<file path="config.mk">
export PLATFORM = sky130hd
export DESIGN_NAME = adder_arbiter
export DESIGN_NICKNAME = d
export VERILOG_FILES = /design/src/rtl/adder_arbiter.sv
export SDC_FILE = /design/constraint.sdc
export NUM_CORES = 1
export LEC_CHECK = 0
export ABC_AREA = 1
export BUFFER_PORTS_ARGS = -buffer_cell sky130_fd_sc_hd__buf_2
export CORE_MARGIN = 1
export CORE_UTILIZATION = 42
export CTS_BUF_LIST = sky130_fd_sc_hd__clkbuf_16
export CTS_CLUSTER_DIAMETER = 60
export DETAILED_ROUTE_END_ITERATION = 16
export PLACE_DENSITY = 0.87
export SLEW_MARGIN = 30
export SYNTH_ARGS = -nofsm -noshare
export SYNTH_HDL_FRONTEND = slang
export SYNTH_SLANG_ARGS = --single-unit
</file>
<file path="constraint.sdc">
create_clock -name clk -period 5.2 [get_ports clk]
set_input_delay 1.04 -clock clk [delete_from_list [all_inputs] [get_ports clk]]
set_output_delay 1.04 -clock clk [all_outputs]
set_load 0.05 [all_outputs]
</file>
<file path="src/rtl/adder_arbiter.sv">
`default_nettype none
//==============================================================================
// Module : adder_arbiter
// Brief  : Round-robin ownership arbiter in front of one shared combinational
//          WIDTH-bit adder, with an optional hold watchdog.
// Rev    : 1.0  initial release
//==============================================================================
module adder_arbiter #(
    parameter int N_REQ    = 4,
    parameter int WIDTH    = 16,
    parameter int MAX_HOLD = 32
) (
    input  logic                     clk,
    input  logic                     rst,
    input  logic [N_REQ-1:0]         req,
    input  logic [N_REQ*WIDTH-1:0]   opa_flat,
    input  logic [N_REQ*WIDTH-1:0]   opb_flat,
    output logic [N_REQ-1:0]         gnt,
    output logic [WIDTH-1:0]         adder_a,
    output logic [WIDTH-1:0]         adder_b,
    input  logic [WIDTH-1:0]         adder_sum,
    output logic [WIDTH-1:0]         sum_o,
    output logic [$clog2(N_REQ)-1:0] owner_o,
    output logic                     busy_o,
    output logic                     timeout_o
);

    localparam int c_idx_w = $clog2(N_REQ);
    localparam int c_cnt_w = (MAX_HOLD > 2) ? $clog2(MAX_HOLD) : 1;

    localparam logic [0:0] c_idle  = 1'b0;
    localparam logic [0:0] c_owned = 1'b1;

    localparam logic [c_idx_w-1:0] c_last_idx  = c_idx_w'(N_REQ - 1);
    localparam logic [c_cnt_w-1:0] c_hold_last = (MAX_HOLD > 0) ? c_cnt_w'(MAX_HOLD - 1) : '1;
    localparam logic [N_REQ-1:0]   c_one       = N_REQ'(1);

    logic [0:0]         r_state;
    logic [N_REQ-1:0]   r_gnt;
    logic [c_idx_w-1:0] r_owner;
    logic [c_idx_w-1:0] r_rr_ptr;
    logic [c_cnt_w-1:0] r_hold_ctr;
    logic [N_REQ-1:0]   r_mask;
    logic               r_timeout;

    logic [WIDTH-1:0]   w_opa [N_REQ];
    logic [WIDTH-1:0]   w_opb [N_REQ];

    logic               w_owned;
    logic               w_release;
    logic               w_force;
    logic               w_arb;
    logic [N_REQ-1:0]   w_owner_oh;
    logic [c_idx_w-1:0] w_ptr_inc;
    logic [c_idx_w-1:0] w_ptr_arb;
    logic [N_REQ-1:0]   w_elig;
    logic [c_idx_w:0]   w_pick;
    logic               w_found;
    logic [c_idx_w-1:0] w_win;

    genvar gi;
    generate
        for (gi = 0; gi < N_REQ; gi++) begin : g_unpack
            assign w_opa[gi] = opa_flat[gi*WIDTH +: WIDTH];
            assign w_opb[gi] = opb_flat[gi*WIDTH +: WIDTH];
        end
    endgenerate

    // First set bit of elig scanning ptr, ptr+1, ... (mod N_REQ); MSB = found.
    function automatic logic [c_idx_w:0] f_pick(input logic [N_REQ-1:0]   elig,
                                                input logic [c_idx_w-1:0] ptr);
        int j;
        f_pick = '0;
        for (int k = N_REQ - 1; k >= 0; k--) begin
            j = (int'(ptr) + k) % N_REQ;
            if (elig[j]) begin
                f_pick = {1'b1, c_idx_w'(j)};
            end
        end
    endfunction

    always_comb begin
        w_owned    = (r_state == c_owned);
        w_owner_oh = c_one << r_owner;
        w_ptr_inc  = (r_owner == c_last_idx) ? '0 : r_owner + c_idx_w'(1);
        w_release  = w_owned && !req[r_owner];
        w_force    = (MAX_HOLD > 0) && w_owned && req[r_owner] && (r_hold_ctr == c_hold_last);
        w_arb      = !w_owned || w_release || w_force;
        w_ptr_arb  = (w_release || w_force) ? w_ptr_inc : r_rr_ptr;
        // A force-released owner still has req high, so exclude it explicitly.
        w_elig     = req & ~r_mask & ~(w_force ? w_owner_oh : '0);
        w_pick     = f_pick(w_elig, w_ptr_arb);
        w_found    = w_pick[c_idx_w];
        w_win      = w_pick[c_idx_w-1:0];
    end

    always_ff @(posedge clk or posedge rst) begin
        if (rst) begin
            r_state    <= c_idle;
            r_gnt      <= '0;
            r_owner    <= '0;
            r_rr_ptr   <= '0;
            r_hold_ctr <= '0;
            r_mask     <= '0;
            r_timeout  <= 1'b0;
        end else begin
            r_timeout <= w_force;
            r_mask    <= (r_mask & req) | (w_force ? w_owner_oh : '0);
            if (w_release || w_force) begin
                r_rr_ptr <= w_ptr_inc;
            end
            if (w_arb) begin
                if (w_found) begin
                    r_state    <= c_owned;
                    r_gnt      <= c_one << w_win;
                    r_owner    <= w_win;
                    r_hold_ctr <= '0;
                end else begin
                    r_state <= c_idle;
                    r_gnt   <= '0;
                end
            end else if (r_hold_ctr != c_hold_last) begin
                r_hold_ctr <= r_hold_ctr + c_cnt_w'(1);
            end
        end
    end

    always_comb begin
        adder_a = w_owned ? w_opa[r_owner] : '0;
        adder_b = w_owned ? w_opb[r_owner] : '0;
    end

    assign sum_o     = adder_sum;
    assign gnt       = r_gnt;
    assign owner_o   = r_owner;
    assign busy_o    = w_owned;
    assign timeout_o = r_timeout;

endmodule
`default_nettype wire

</file>
==> results of run 1 <==
==> worst min-delay path, cell delays in order (launching register included) <==
cell                      delay (ps)
sky130_fd_sc_hd__dfrtp_1         340
sky130_fd_sc_hd__nand2_1          60
sky130_fd_sc_hd__nand2_1          50
==> per-stage QoR <==
stage / instances / setup WS (ps) / utilization
floorplan: 436 / 1730 / -
global route: 645 / 1680 / 0.592
global placement: 641 / 2130 / 0.578
finish: 645 / 1850 / 0.592
detailed placement: 641 / 2080 / 0.578
CTS: 645 / 1790 / 0.592
==> sequential cells by signal (all words and copies together), names as in the netlist <==
| signal | flops |
|---|---|
| r_hold_ctr | 5 |
| gnt | 4 |
| r_mask | 4 |
| owner_o | 2 |
| r_rr_ptr | 2 |
| busy_o | 1 |
| timeout_o | 1 |
==> worst max-delay path by stage <==
stage / startpoint / end / cells past startpoint
floorplan: owner_o[0] / adder_a[0] / 7
global placement: owner_o[0] / adder_b[0] / 4
detailed placement: owner_o[0] / adder_b[0] / 4
CTS: owner_o[0] / adder_b[0] / 4
global route: owner_o[0] / adder_b[3] / 6
finish: owner_o[0] / adder_b[6] / 6
==> power by group through the flow <==
stage	combinational, mW	clock, mW	sequential, mW
floorplan	1.95	0	0.299
global placement	2.31	0	0.299
detailed placement	2.36	0	0.301
CTS	2.37	0.167	0.299
global route	2.57	0.175	0.311
finish	2.36	0.167	0.299
==> cells by family after synthesis <==
logic type,synth area share
and+or+nand+nor,0.451
DFF,0.189
adders and majority gates,0.0298
buffers and inverters,0.120
xor gates and xnor gates,0.00696
AOI/OAI and AO/OA,0.203
==> metal layers <==
layer / routed length, microns / part of all wire / vias to the layer above / track usage
li1: - / - / 1667 / -
met1: 3290 / 0.39 / 1474 / 0.279
met2: 4120 / 0.49 / 156 / 0.487
met3: 692 / 0.082 / 35 / 0.0617
met4: 308 / 0.037 / 0 / 0.131
met5: 0 / 0 / - / 0
==> cell type report <==
class	instances	area share
sequential	19	0.143
inverter	18	0.0217
clock buffer	3	0.0225
timing repair buffer	175	0.264
clock inverter	1	0.00225
tap	72	0.0270
multi-input combinational	357	0.520
==> layout by cell type, fill, tap and decap left out <==
cell	netlist	final
sky130_fd_sc_hd__inv_4	2	2
sky130_fd_sc_hd__nand2_1	60	60
sky130_fd_sc_hd__clkinvlp_4	0	1
sky130_fd_sc_hd__a21oi_2	1	1
sky130_fd_sc_hd__nor2_1	138	138
sky130_fd_sc_hd__inv_2	5	6
sky130_fd_sc_hd__clkbuf_16	0	3
sky130_fd_sc_hd__nor2_2	1	1
sky130_fd_sc_hd__ha_1	6	6
sky130_fd_sc_hd__nand2_2	16	16
sky130_fd_sc_hd__nand3b_4	1	1
sky130_fd_sc_hd__o21ai_0	64	64
sky130_fd_sc_hd__nand3_1	10	10
sky130_fd_sc_hd__nand3_4	1	1
sky130_fd_sc_hd__o21ai_2	1	1
sky130_fd_sc_hd__a21boi_1	1	1
sky130_fd_sc_hd__xor2_1	2	2
sky130_fd_sc_hd__a21oi_1	32	32
sky130_fd_sc_hd__buf_2	1	173
sky130_fd_sc_hd__nand2_4	8	8
sky130_fd_sc_hd__nand3_2	5	5
sky130_fd_sc_hd__inv_1	11	10
sky130_fd_sc_hd__o21ai_1	1	1
sky130_fd_sc_hd__and3_1	1	1
sky130_fd_sc_hd__dfrtp_1	19	18
sky130_fd_sc_hd__buf_4	17	2
sky130_fd_sc_hd__nand4_1	7	7
sky130_fd_sc_hd__dfrtp_2	0	1
sky130_fd_sc_hd__nand3b_1	1	1
==> run_summary.xml, run 1 <==
<?xml version="1.0" encoding="UTF-8"?>
<metrics>
  <group name="outcome">
    <metric name="run_status" unit="">completed</metric>
  </group>
  <group name="clocking">
    <metric name="cts_max_level" unit="">1</metric>
    <metric name="cts_buffers" unit="">3</metric>
    <metric name="clockRootBuffer" unit="">sky130_fd_sc_hd__clkbuf_16</metric>
    <metric name="cts_tree" unit="">done</metric>
    <metric name="post_cts_buffers" unit="">0</metric>
    <metric name="clock_slew_seen_by_the_registers_of_the_worst_setup_and_hold_paths" unit="ps">60</metric>
    <metric name="clock_path_buffers" unit="">2</metric>
    <metric name="clock_latency" unit="ps">250</metric>
    <metric name="post_cts_resize_count" unit="">0</metric>
    <metric name="ctsHoldBuffers" unit="">0</metric>
    <metric name="sinks_on_clock_net" unit="">19</metric>
  </group>
  <group name="global_routing">
    <metric name="first_global_vias" unit="">3047</metric>
    <metric name="grt_antenna_before_repair" unit="">0</metric>
    <metric name="maximum_number_of_pins_on_one_net_before_global_route_repair" unit="">70</metric>
    <metric name="overflow" unit="">0</metric>
    <metric name="grt_pass1_wl" unit="microns">13300</metric>
    <metric name="track_usage" unit="">0.264</metric>
  </group>
  <group name="setup_path">
    <metric name="critical_path_buf_inv_count" unit="">2</metric>
    <metric name="critPathArrivalTime" unit="ps">2310</metric>
    <metric name="timing.critical_path.fanout_max" unit="">46</metric>
    <metric name="required" unit="ps">4160</metric>
    <metric name="critical_path.cell_chain" unit="">buf_4 -&gt; nor2_1 -&gt; nor2_1 -&gt; o21ai_0 -&gt; a21oi_1 -&gt; buf_2</metric>
    <metric name="start_kind" unit="">flip-flop</metric>
    <metric name="crit_slowest_cell" unit="">sky130_fd_sc_hd__dfrtp_2</metric>
    <metric name="reg2reg_setup_slack" unit="ps">2280</metric>
    <metric name="cp_delay_by_family_top" unit="">flip-flops</metric>
    <metric name="r2r_depth" unit="">13</metric>
    <metric name="worst_path_largest_cell_delay" unit="ps">860</metric>
    <metric name="regToRegEndpoint" unit="">gnt[3]</metric>
    <metric name="timing_worst_setup_path_type" unit="">reg -&gt; out</metric>
    <metric name="crit_path_frequent_cell" unit="">sky130_fd_sc_hd__nor2_1</metric>
    <metric name="worst_setup_path_end_kind" unit="">output pin</metric>
    <metric name="critical_path.reg2reg.startpoint" unit="">owner_o[0]</metric>
  </group>
  <group name="hold_path">
    <metric name="hold_path_depth" unit="">2</metric>
    <metric name="worst_hold_startpoint" unit="">r_mask[3]</metric>
    <metric name="worstHoldPathType" unit="">reg -&gt; reg</metric>
    <metric name="worstHoldEndpoint" unit="">r_mask[3]</metric>
  </group>
  <group name="placement">
    <metric name="finalWeightedCongestion" unit="">0.896</metric>
    <metric name="placement.io_buffers" unit="">173</metric>
    <metric name="placed_cell_area" unit="sq um">3260</metric>
    <metric name="detailed_placer_s_ending_hpwl" unit="microns">6520</metric>
  </group>
  <group name="timing">
    <metric name="finalSetupViolCount" unit="">0</metric>
    <metric name="finClkSkew" unit="ps">1.22</metric>
    <metric name="timing.final.max_slew_violations" unit="">0</metric>
    <metric name="hold_viol_final" unit="">0</metric>
    <metric name="period_share" unit="">0.643</metric>
    <metric name="period_needed" unit="ps">3350</metric>
    <metric name="relSlewSlack" unit="">0.490</metric>
    <metric name="rsz0062_at_grt" unit="">no</metric>
    <metric name="worst-slew-pin-transition" unit="ps">765</metric>
    <metric name="clock.fmax" unit="MHz">299</metric>
    <metric name="setup_tns" unit="ps">0</metric>
    <metric name="timing.hold.ws" unit="ps">478</metric>
  </group>
  <group name="yosys">
    <metric name="synth_area" unit="sq um">2520</metric>
    <metric name="synth_top_flop_cell" unit="">sky130_fd_sc_hd__dfrtp_1</metric>
    <metric name="postSynthNetCount" unit="">592</metric>
    <metric name="synth.most_common_cell" unit="">sky130_fd_sc_hd__nor2_1</metric>
    <metric name="synth_top_cells_by_count" unit="">138 x sky130_fd_sc_hd__nor2_1, 64 x sky130_fd_sc_hd__o21ai_0, 60 x sky130_fd_sc_hd__nand2_1</metric>
    <metric name="synth_top_cells_by_area" unit="">sky130_fd_sc_hd__nor2_1 21%, sky130_fd_sc_hd__dfrtp_1 19%, sky130_fd_sc_hd__o21ai_0 13%</metric>
    <metric name="yosysWarningCount" unit="">0</metric>
    <metric name="synth_sequential_area_ratio" unit="">0.189</metric>
    <metric name="synth.largest_area_cell" unit="">sky130_fd_sc_hd__nor2_1</metric>
    <metric name="async_reset_ff_frac" unit="">1.00</metric>
    <metric name="synth_top_area_share" unit="">0.206</metric>
    <metric name="number_of_enable_flip_flop_cells_after_synthesis" unit="">0</metric>
    <metric name="postSynthAreaPerCell" unit="sq um">5.77</metric>
    <metric name="post_synth_num_cell_types" unit="">29</metric>
    <metric name="yosys_register_bits" unit="">19</metric>
    <metric name="synthCells" unit="">436</metric>
  </group>
  <group name="floorplanning">
    <metric name="chipWidth" unit="microns">79.4</metric>
    <metric name="dieArea" unit="sq um">6300</metric>
    <metric name="rows" unit="">27</metric>
    <metric name="core_region_area" unit="sq um">5640</metric>
    <metric name="floorplan.die.height" unit="microns">79.4</metric>
    <metric name="start_util" unit="">0.446</metric>
    <metric name="io_pins" unit="">206</metric>
  </group>
  <group name="pwr">
    <metric name="sw_frac_of_total" unit="">0.669</metric>
    <metric name="finalPower" unit="mW">2.83</metric>
    <metric name="net-switching-power" unit="mW">1.89</metric>
    <metric name="worst_ir_drop_vdd" unit="mV">0.793</metric>
    <metric name="clock_power_share" unit="">0.059</metric>
    <metric name="p_seq_frac" unit="">0.106</metric>
    <metric name="power.static_leakage" unit="nW">1.87</metric>
    <metric name="share_comb_of_total_power" unit="">0.835</metric>
    <metric name="pwr_density" unit="nW/um^2">847</metric>
    <metric name="internal_power" unit="mW">0.935</metric>
  </group>
  <group name="drt">
    <metric name="ant_nets" unit="">0</metric>
    <metric name="routed_wire_length" unit="microns">8410</metric>
    <metric name="detail_route.first_pass.iterations" unit="">5</metric>
    <metric name="drc_errors" unit="">0</metric>
    <metric name="detail_route.vias_per_cell" unit="">5.17</metric>
    <metric name="drt-wirelength-per-cell" unit="microns">13.0</metric>
    <metric name="drt_first_iter_violations" unit="">144</metric>
    <metric name="detailroute.via_count" unit="">3332</metric>
  </group>
  <group name="layout">
    <metric name="register_area" unit="sq um">477</metric>
    <metric name="final_standard_cell_area_without_fillers" unit="sq um">3340</metric>
    <metric name="share_of_final_layout_standard_cells_stronger_than_drive_strength_1" unit="">0.387</metric>
    <metric name="diodes" unit="">0</metric>
    <metric name="area.growth.synth_to_final" unit="%">32.8</metric>
    <metric name="nFillCells" unit="">563</metric>
    <metric name="multi_input_comb_area" unit="sq um">1740</metric>
    <metric name="finalNetCount" unit="">730</metric>
  </group>
  <group name="run">
    <metric name="maxCapViolCount" unit="">0</metric>
  </group>
</metrics>
Note: power is estimated with default switching activity, not from simulation.
==> run 2: changes to the inputs <==
--- a/config.mk
+++ b/config.mk
@@ -7,12 +7,13 @@
 export LEC_CHECK = 0
 export ABC_AREA = 1
 export BUFFER_PORTS_ARGS = -buffer_cell sky130_fd_sc_hd__buf_2
+export CORE_ASPECT_RATIO = 1.5
 export CORE_MARGIN = 1
-export CORE_UTILIZATION = 42
+export CORE_UTILIZATION = 40
 export CTS_BUF_LIST = sky130_fd_sc_hd__clkbuf_16
 export CTS_CLUSTER_DIAMETER = 60
 export DETAILED_ROUTE_END_ITERATION = 16
-export PLACE_DENSITY = 0.87
+export PLACE_DENSITY = 0.83
 export SLEW_MARGIN = 30
 export SYNTH_ARGS = -nofsm -noshare
 export SYNTH_HDL_FRONTEND = slang
==> constraint.sdc (replaced) <==
create_clock -name clk -period 3.1 [get_ports clk]
set_input_delay 0.62 -clock clk [delete_from_list [all_inputs] [get_ports clk]]
set_output_delay 0.62 -clock clk [all_outputs]
set_load 0.05 [all_outputs]
==> run_summary.xml, run 2 (synthesized netlist as in run 1, its figures left out) <==
<?xml version="1.0" encoding="UTF-8"?>
<metrics>
  <group name="timing">
    <metric name="finalSetupViolCount" unit="">0</metric>
    <metric name="timing.final.max_slew_violations" unit="">0</metric>
    <metric name="period_share" unit="">0.931</metric>
    <metric name="period_needed" unit="ps">2890</metric>
    <metric name="finalWorstSetupSlack" unit="ps">214</metric>
    <metric name="hold_viol_final" unit="">0</metric>
    <metric name="finClkSkew" unit="ps">5.04</metric>
    <metric name="relSlewSlack" unit="">0.393</metric>
    <metric name="worst-slew-pin-transition" unit="ps">905</metric>
    <metric name="rsz0062_at_grt" unit="">no</metric>
    <metric name="clock.fmax" unit="MHz">347</metric>
    <metric name="setup_tns" unit="ps">0</metric>
  </group>
  <group name="global_routing">
    <metric name="maximum_number_of_pins_on_one_net_before_global_route_repair" unit="">70</metric>
    <metric name="track_usage" unit="">0.268</metric>
    <metric name="overflow" unit="">0</metric>
    <metric name="grt_pass1_wl" unit="microns">13600</metric>
    <metric name="first_global_vias" unit="">3045</metric>
    <metric name="grt_antenna_before_repair" unit="">2</metric>
  </group>
  <group name="hold_path">
    <metric name="worstHoldPathType" unit="">reg -&gt; reg</metric>
  </group>
  <group name="drt">
    <metric name="drt_first_iter_violations" unit="">188</metric>
    <metric name="detailroute.via_count" unit="">3374</metric>
    <metric name="detail_route.vias_per_cell" unit="">5.19</metric>
    <metric name="routed_wire_length" unit="microns">9250</metric>
    <metric name="ant_nets" unit="">0</metric>
    <metric name="detail_route.first_pass.iterations" unit="">5</metric>
    <metric name="drt-wirelength-per-cell" unit="microns">14.2</metric>
    <metric name="drc_errors" unit="">0</metric>
  </group>
  <group name="clocking">
    <metric name="clock_slew_seen_by_the_registers_of_the_worst_setup_and_hold_paths" unit="ps">60</metric>
    <metric name="post_cts_resize_count" unit="">0</metric>
    <metric name="clock_path_buffers" unit="">2</metric>
    <metric name="ctsHoldBuffers" unit="">0</metric>
    <metric name="sinks_on_clock_net" unit="">19</metric>
    <metric name="cts_max_level" unit="">1</metric>
    <metric name="cts_tree" unit="">done</metric>
    <metric name="post_cts_buffers" unit="">0</metric>
    <metric name="cts_buffers" unit="">3</metric>
    <metric name="clockRootBuffer" unit="">sky130_fd_sc_hd__clkbuf_16</metric>
    <metric name="clock_latency" unit="ps">260</metric>
  </group>
  <group name="layout">
    <metric name="share_of_final_layout_standard_cells_stronger_than_drive_strength_1" unit="">0.387</metric>
    <metric name="largest_register" unit="">r_hold_ctr</metric>
    <metric name="layout.cells.most_common" unit="">sky130_fd_sc_hd__buf_2</metric>
    <metric name="mostFrequentLayoutCells" unit="">173 x sky130_fd_sc_hd__buf_2, 138 x sky130_fd_sc_hd__nor2_1, 64 x sky130_fd_sc_hd__o21ai_0, 60 x sky130_fd_sc_hd__nand2_1, 32 x sky130_fd_sc_hd__a21oi_1</metric>
    <metric name="number_of_flip_flops_under_the_largest_register_name" unit="">5</metric>
    <metric name="area.growth.synth_to_final" unit="%">33.9</metric>
    <metric name="finalNetCount" unit="">731</metric>
    <metric name="nFillCells" unit="">637</metric>
  </group>
  <group name="floorplanning">
    <metric name="dieArea" unit="sq um">6620</metric>
    <metric name="start_util" unit="">0.413</metric>
    <metric name="core_region_area" unit="sq um">6090</metric>
    <metric name="chipWidth" unit="microns">66.8</metric>
    <metric name="floorplan.die.height" unit="microns">99.1</metric>
    <metric name="io_pins" unit="">206</metric>
    <metric name="rows" unit="">35</metric>
  </group>
  <group name="run">
    <metric name="maxCapViolCount" unit="">0</metric>
  </group>
  <group name="outcome">
    <metric name="run_status" unit="">completed</metric>
  </group>
  <group name="placement">
    <metric name="detailed_placer_s_ending_hpwl" unit="microns">7070</metric>
    <metric name="placement.io_buffers" unit="">173</metric>
    <metric name="detailedPlace.worstSlack" unit="ps">538</metric>
    <metric name="finalWeightedCongestion" unit="">0.898</metric>
  </group>
  <group name="setup_path">
    <metric name="start_kind" unit="">flip-flop</metric>
    <metric name="worst_setup_path_end_kind" unit="">output pin</metric>
    <metric name="critPathArrivalTime" unit="ps">2270</metric>
    <metric name="timing.critical_path.fanout_max" unit="">32</metric>
    <metric name="critical_path_buf_inv_count" unit="">3</metric>
    <metric name="required" unit="ps">2480</metric>
    <metric name="worst_path_largest_cell_delay" unit="ps">740</metric>
    <metric name="cp_delay_by_family_top" unit="">buffers and inverters</metric>
    <metric name="crit_slowest_cell" unit="">sky130_fd_sc_hd__clkinv_1</metric>
    <metric name="critical_path.cell_chain" unit="">buf_4 -&gt; clkinv_1 -&gt; a21oi_1 -&gt; buf_2</metric>
    <metric name="timing_worst_setup_path_type" unit="">reg -&gt; out</metric>
  </group>
  <group name="pwr">
    <metric name="worst_ir_drop_vdd" unit="mV">0.912</metric>
    <metric name="pwr_density" unit="nW/um^2">1430</metric>
    <metric name="power.static_leakage" unit="nW">1.88</metric>
  </group>
</metrics>
[run 2: cell count changes in the layout (fill, tap and decap cells not counted)]
cell and delta:
sky130_fd_sc_hd__buf_12 +1, sky130_fd_sc_hd__clkinv_1 +1, sky130_fd_sc_hd__diode_2 +2, sky130_fd_sc_hd__inv_2 -1
[run 2: cell type report]
type / instances / area (sq um) / area share
multi-input combinational: 357 / 1740 / 0.516
clock buffer: 3 / 75.1 / 0.0223
sequential: 19 / 477 / 0.142
clock inverter: 1 / 7.51 / 0.00223
timing repair buffer: 176 / 901 / 0.267
tap: 74 / 92.6 / 0.0275
inverter: 18 / 72.6 / 0.0215
antenna: 2 / 5.00 / 0.00149
[run 2: through the flow]
stage               instances   util  area, sq um  hold WS (ps)  power [mW]
floorplan                 436      -         2520           449        3.77
global placement          644  0.539         3280           463        4.44
detailed placement        644  0.539         3280           464        4.52
CTS                       648  0.553         3360           485        4.81
global route              649  0.553         3370           503        5.18
finish                    650  0.553         3370           483        4.82
[run 2: worst paths after layout]
kind	depth (start not counted)	slack, ps	startpoint	end
max	4	210	busy_o	adder_a[3]
min	2	480	gnt[1]	gnt[1]
max reg2reg	16	510	owner_o[0]	gnt[3]
min reg2reg	2	480	gnt[1]	gnt[1]
max in group asynchronous	2	2080	rst	owner_o[0]
min in group asynchronous	2	490	rst	r_hold_ctr[0]
[run 2: power by group]
part | internal, mW | switching (mW)
Clock | 0.175 | 0.102
Sequential | 0.324 | 0.108
Combinational | 1.10 | 3.01
[run 2: metal layers]
metal / routed length [microns] / track usage
met3: 894 / 0.0539
met2: 4790 / 0.496
met4: 257 / 0.0933
met1: 3310 / 0.291
met5: 0 / 0
[run 2: worst reg2reg max path, cell delays in order (launching register included)]
cell                      delay (ps)
sky130_fd_sc_hd__dfrtp_2         560
sky130_fd_sc_hd__inv_4           470
sky130_fd_sc_hd__nand2_2         140
sky130_fd_sc_hd__nand3_2         110
sky130_fd_sc_hd__nand3_4         120
sky130_fd_sc_hd__nand2_4         100
sky130_fd_sc_hd__nand2_1          50
sky130_fd_sc_hd__nand2_1         120
sky130_fd_sc_hd__nand2_1          80
sky130_fd_sc_hd__nand2_1         130
sky130_fd_sc_hd__nand2_2          80
sky130_fd_sc_hd__nand2_4         110
sky130_fd_sc_hd__nand3_1          90
sky130_fd_sc_hd__nand2_2         130
sky130_fd_sc_hd__inv_2            50
sky130_fd_sc_hd__nand4_1          80
sky130_fd_sc_hd__nand2_1          60
==> run 3: changes to the inputs <==
--- a/config.mk
+++ b/config.mk
@@ -13,7 +13,7 @@
 export CTS_BUF_LIST = sky130_fd_sc_hd__clkbuf_16
 export CTS_CLUSTER_DIAMETER = 60
 export DETAILED_ROUTE_END_ITERATION = 16
-export PLACE_DENSITY = 0.83
+export PLACE_DENSITY = 0.85
 export SLEW_MARGIN = 30
 export SYNTH_ARGS = -nofsm -noshare
 export SYNTH_HDL_FRONTEND = slang
==> run_summary.xml, run 3 (synthesized netlist as in run 1, its figures left out) <==
<?xml version="1.0" encoding="UTF-8"?>
<metrics>
  <group name="layout">
    <metric name="largest_register" unit="">r_hold_ctr</metric>
    <metric name="finalNetCount" unit="">731</metric>
    <metric name="number_of_flip_flops_under_the_largest_register_name" unit="">5</metric>
    <metric name="layout.cells.most_common" unit="">sky130_fd_sc_hd__buf_2</metric>
    <metric name="area.growth.synth_to_final" unit="%">33.1</metric>
    <metric name="final_standard_cell_area_without_fillers" unit="sq um">3350</metric>
    <metric name="nFillCells" unit="">600</metric>
    <metric name="share_of_final_layout_standard_cells_stronger_than_drive_strength_1" unit="">0.389</metric>
    <metric name="diodes" unit="">0</metric>
    <metric name="register_area" unit="sq um">477</metric>
    <metric name="multi_input_comb_area" unit="sq um">1740</metric>
    <metric name="mostFrequentLayoutCells" unit="">173 x sky130_fd_sc_hd__buf_2, 138 x sky130_fd_sc_hd__nor2_1, 64 x sky130_fd_sc_hd__o21ai_0, 60 x sky130_fd_sc_hd__nand2_1, 32 x sky130_fd_sc_hd__a21oi_1</metric>
  </group>
  <group name="floorplanning">
    <metric name="chipWidth" unit="microns">66.8</metric>
    <metric name="rows" unit="">35</metric>
    <metric name="dieArea" unit="sq um">6620</metric>
    <metric name="core_region_area" unit="sq um">6090</metric>
    <metric name="floorplan.die.height" unit="microns">99.1</metric>
    <metric name="start_util" unit="">0.413</metric>
    <metric name="io_pins" unit="">206</metric>
  </group>
  <group name="setup_path">
    <metric name="critical_path_buf_inv_count" unit="">2</metric>
    <metric name="required" unit="ps">2480</metric>
    <metric name="cp_delay_by_family_top" unit="">buffers and inverters</metric>
    <metric name="worst_setup_path_end_kind" unit="">output pin</metric>
    <metric name="crit_start" unit="">owner_o[0]</metric>
    <metric name="start_kind" unit="">flip-flop</metric>
    <metric name="timing_worst_setup_path_type" unit="">reg -&gt; out</metric>
    <metric name="critPathArrivalTime" unit="ps">2070</metric>
    <metric name="crit_slowest_cell" unit="">sky130_fd_sc_hd__buf_4</metric>
    <metric name="timing.critical_path.fanout_max" unit="">72</metric>
    <metric name="crit_path_frequent_cell" unit="">sky130_fd_sc_hd__nor2_1</metric>
    <metric name="critical_path.cell_chain" unit="">buf_4 -&gt; nor2_1 -&gt; nor2_1 -&gt; o21ai_0 -&gt; a21oi_1 -&gt; buf_2</metric>
    <metric name="critical_path.reg2reg.startpoint" unit="">owner_o[0]</metric>
    <metric name="worst_path_largest_cell_delay" unit="ps">580</metric>
  </group>
  <group name="global_routing">
    <metric name="maximum_number_of_pins_on_one_net_before_global_route_repair" unit="">73</metric>
    <metric name="overflow" unit="">0</metric>
    <metric name="grt_antenna_before_repair" unit="">0</metric>
    <metric name="track_usage" unit="">0.242</metric>
    <metric name="first_global_vias" unit="">2861</metric>
    <metric name="grt_pass1_wl" unit="microns">12800</metric>
  </group>
  <group name="pwr">
    <metric name="finalPower" unit="mW">4.79</metric>
    <metric name="share_comb_of_total_power" unit="">0.862</metric>
    <metric name="net-switching-power" unit="mW">3.21</metric>
    <metric name="worst_ir_drop_vdd" unit="mV">0.968</metric>
    <metric name="p_seq_frac" unit="">0.081</metric>
    <metric name="sw_frac_of_total" unit="">0.670</metric>
    <metric name="clock_power_share" unit="">0.056</metric>
    <metric name="internal_power" unit="mW">1.58</metric>
    <metric name="pwr_density" unit="nW/um^2">1430</metric>
    <metric name="power.static_leakage" unit="nW">1.88</metric>
  </group>
  <group name="clocking">
    <metric name="clock_path_buffers" unit="">2</metric>
    <metric name="clockRootBuffer" unit="">sky130_fd_sc_hd__clkbuf_16</metric>
    <metric name="post_cts_buffers" unit="">0</metric>
    <metric name="clock_latency" unit="ps">260</metric>
    <metric name="post_cts_resize_count" unit="">0</metric>
    <metric name="ctsHoldBuffers" unit="">0</metric>
    <metric name="sinks_on_clock_net" unit="">19</metric>
    <metric name="cts_buffers" unit="">3</metric>
    <metric name="clock_slew_seen_by_the_registers_of_the_worst_setup_and_hold_paths" unit="ps">50</metric>
    <metric name="cts_max_level" unit="">1</metric>
    <metric name="cts_tree" unit="">done</metric>
  </group>
  <group name="drt">
    <metric name="drc_errors" unit="">0</metric>
    <metric name="detail_route.vias_per_cell" unit="">5.23</metric>
    <metric name="detail_route.first_pass.iterations" unit="">5</metric>
    <metric name="ant_nets" unit="">0</metric>
    <metric name="drt_first_iter_violations" unit="">233</metric>
    <metric name="drt-wirelength-per-cell" unit="microns">13.3</metric>
    <metric name="detailroute.via_count" unit="">3389</metric>
    <metric name="routed_wire_length" unit="microns">8610</metric>
  </group>
  <group name="timing">
    <metric name="timing.final.max_slew_violations" unit="">0</metric>
    <metric name="period_share" unit="">0.869</metric>
    <metric name="relSlewSlack" unit="">0.493</metric>
    <metric name="rsz0062_at_grt" unit="">no</metric>
    <metric name="worst-slew-pin-transition" unit="ps">759</metric>
    <metric name="hold_viol_final" unit="">0</metric>
    <metric name="timing.hold.ws" unit="ps">489</metric>
    <metric name="period_needed" unit="ps">2690</metric>
    <metric name="finClkSkew" unit="ps">3.20</metric>
    <metric name="finalSetupViolCount" unit="">0</metric>
    <metric name="clock.fmax" unit="MHz">371</metric>
    <metric name="setup_tns" unit="ps">0</metric>
  </group>
  <group name="placement">
    <metric name="finalWeightedCongestion" unit="">0.912</metric>
    <metric name="placement.io_buffers" unit="">173</metric>
    <metric name="detailed_placer_s_ending_hpwl" unit="microns">6370</metric>
    <metric name="placed_cell_area" unit="sq um">3270</metric>
  </group>
  <group name="run">
    <metric name="maxCapViolCount" unit="">0</metric>
  </group>
  <group name="hold_path">
    <metric name="worstHoldPathType" unit="">in -&gt; async</metric>
  </group>
  <group name="outcome">
    <metric name="run_status" unit="">completed</metric>
  </group>
</metrics>
-- run 3: layout make-up --
cell class | instances | share of cell area
clock buffer | 3 | 0.0224
clock inverter | 1 | 0.00149
inverter | 18 | 0.0217
multi-input combinational | 357 | 0.519
sequential | 19 | 0.142
tap | 74 | 0.0277
timing repair buffer | 176 | 0.265
-- run 3: final timing paths --
kind	endpoint	slack, ps	depth (start not counted)
min in group clk	r_mask[1]	490	2
max in group asynchronous	owner_o[0]	2080	2
worst min register to register	r_mask[1]	490	2
worst min-delay path	r_mask[2]	490	2
worst max register to register	gnt[2]	520	15
worst max-delay path	adder_b[4]	410	6
-- run 3: power by group through the flow --
stage                     combinational [mW]  sequential, mW  clock, mW
after floorplan                         3.26           0.502          0
after CTS                               4.12           0.386      0.273
after detailed placement                4.11           0.390          0
final                                   4.13           0.389      0.270
after global routing                    4.46           0.399      0.281
after global placement                  4.01           0.387          0
-- run 3: layer usage --
metal / up-vias / wire length, microns / track usage
li1: 1668 / - / -
met5: - / 0 / 0
met3: 17 / 792 / 0.0321
met4: 0 / 160 / 0.0687
met1: 1528 / 3340 / 0.283
met2: 176 / 4320 / 0.444
-- run 3: metrics by stage --
stage | utilization | setup slack [ps] | instances
after CTS | 0.550 | 399 | 648
after global routing | 0.550 | 223 | 648
after floorplan | - | 46.7 | 436
after detailed placement | 0.537 | 554 | 644
final | 0.550 | 406 | 648
after global placement | 0.537 | 658 | 644
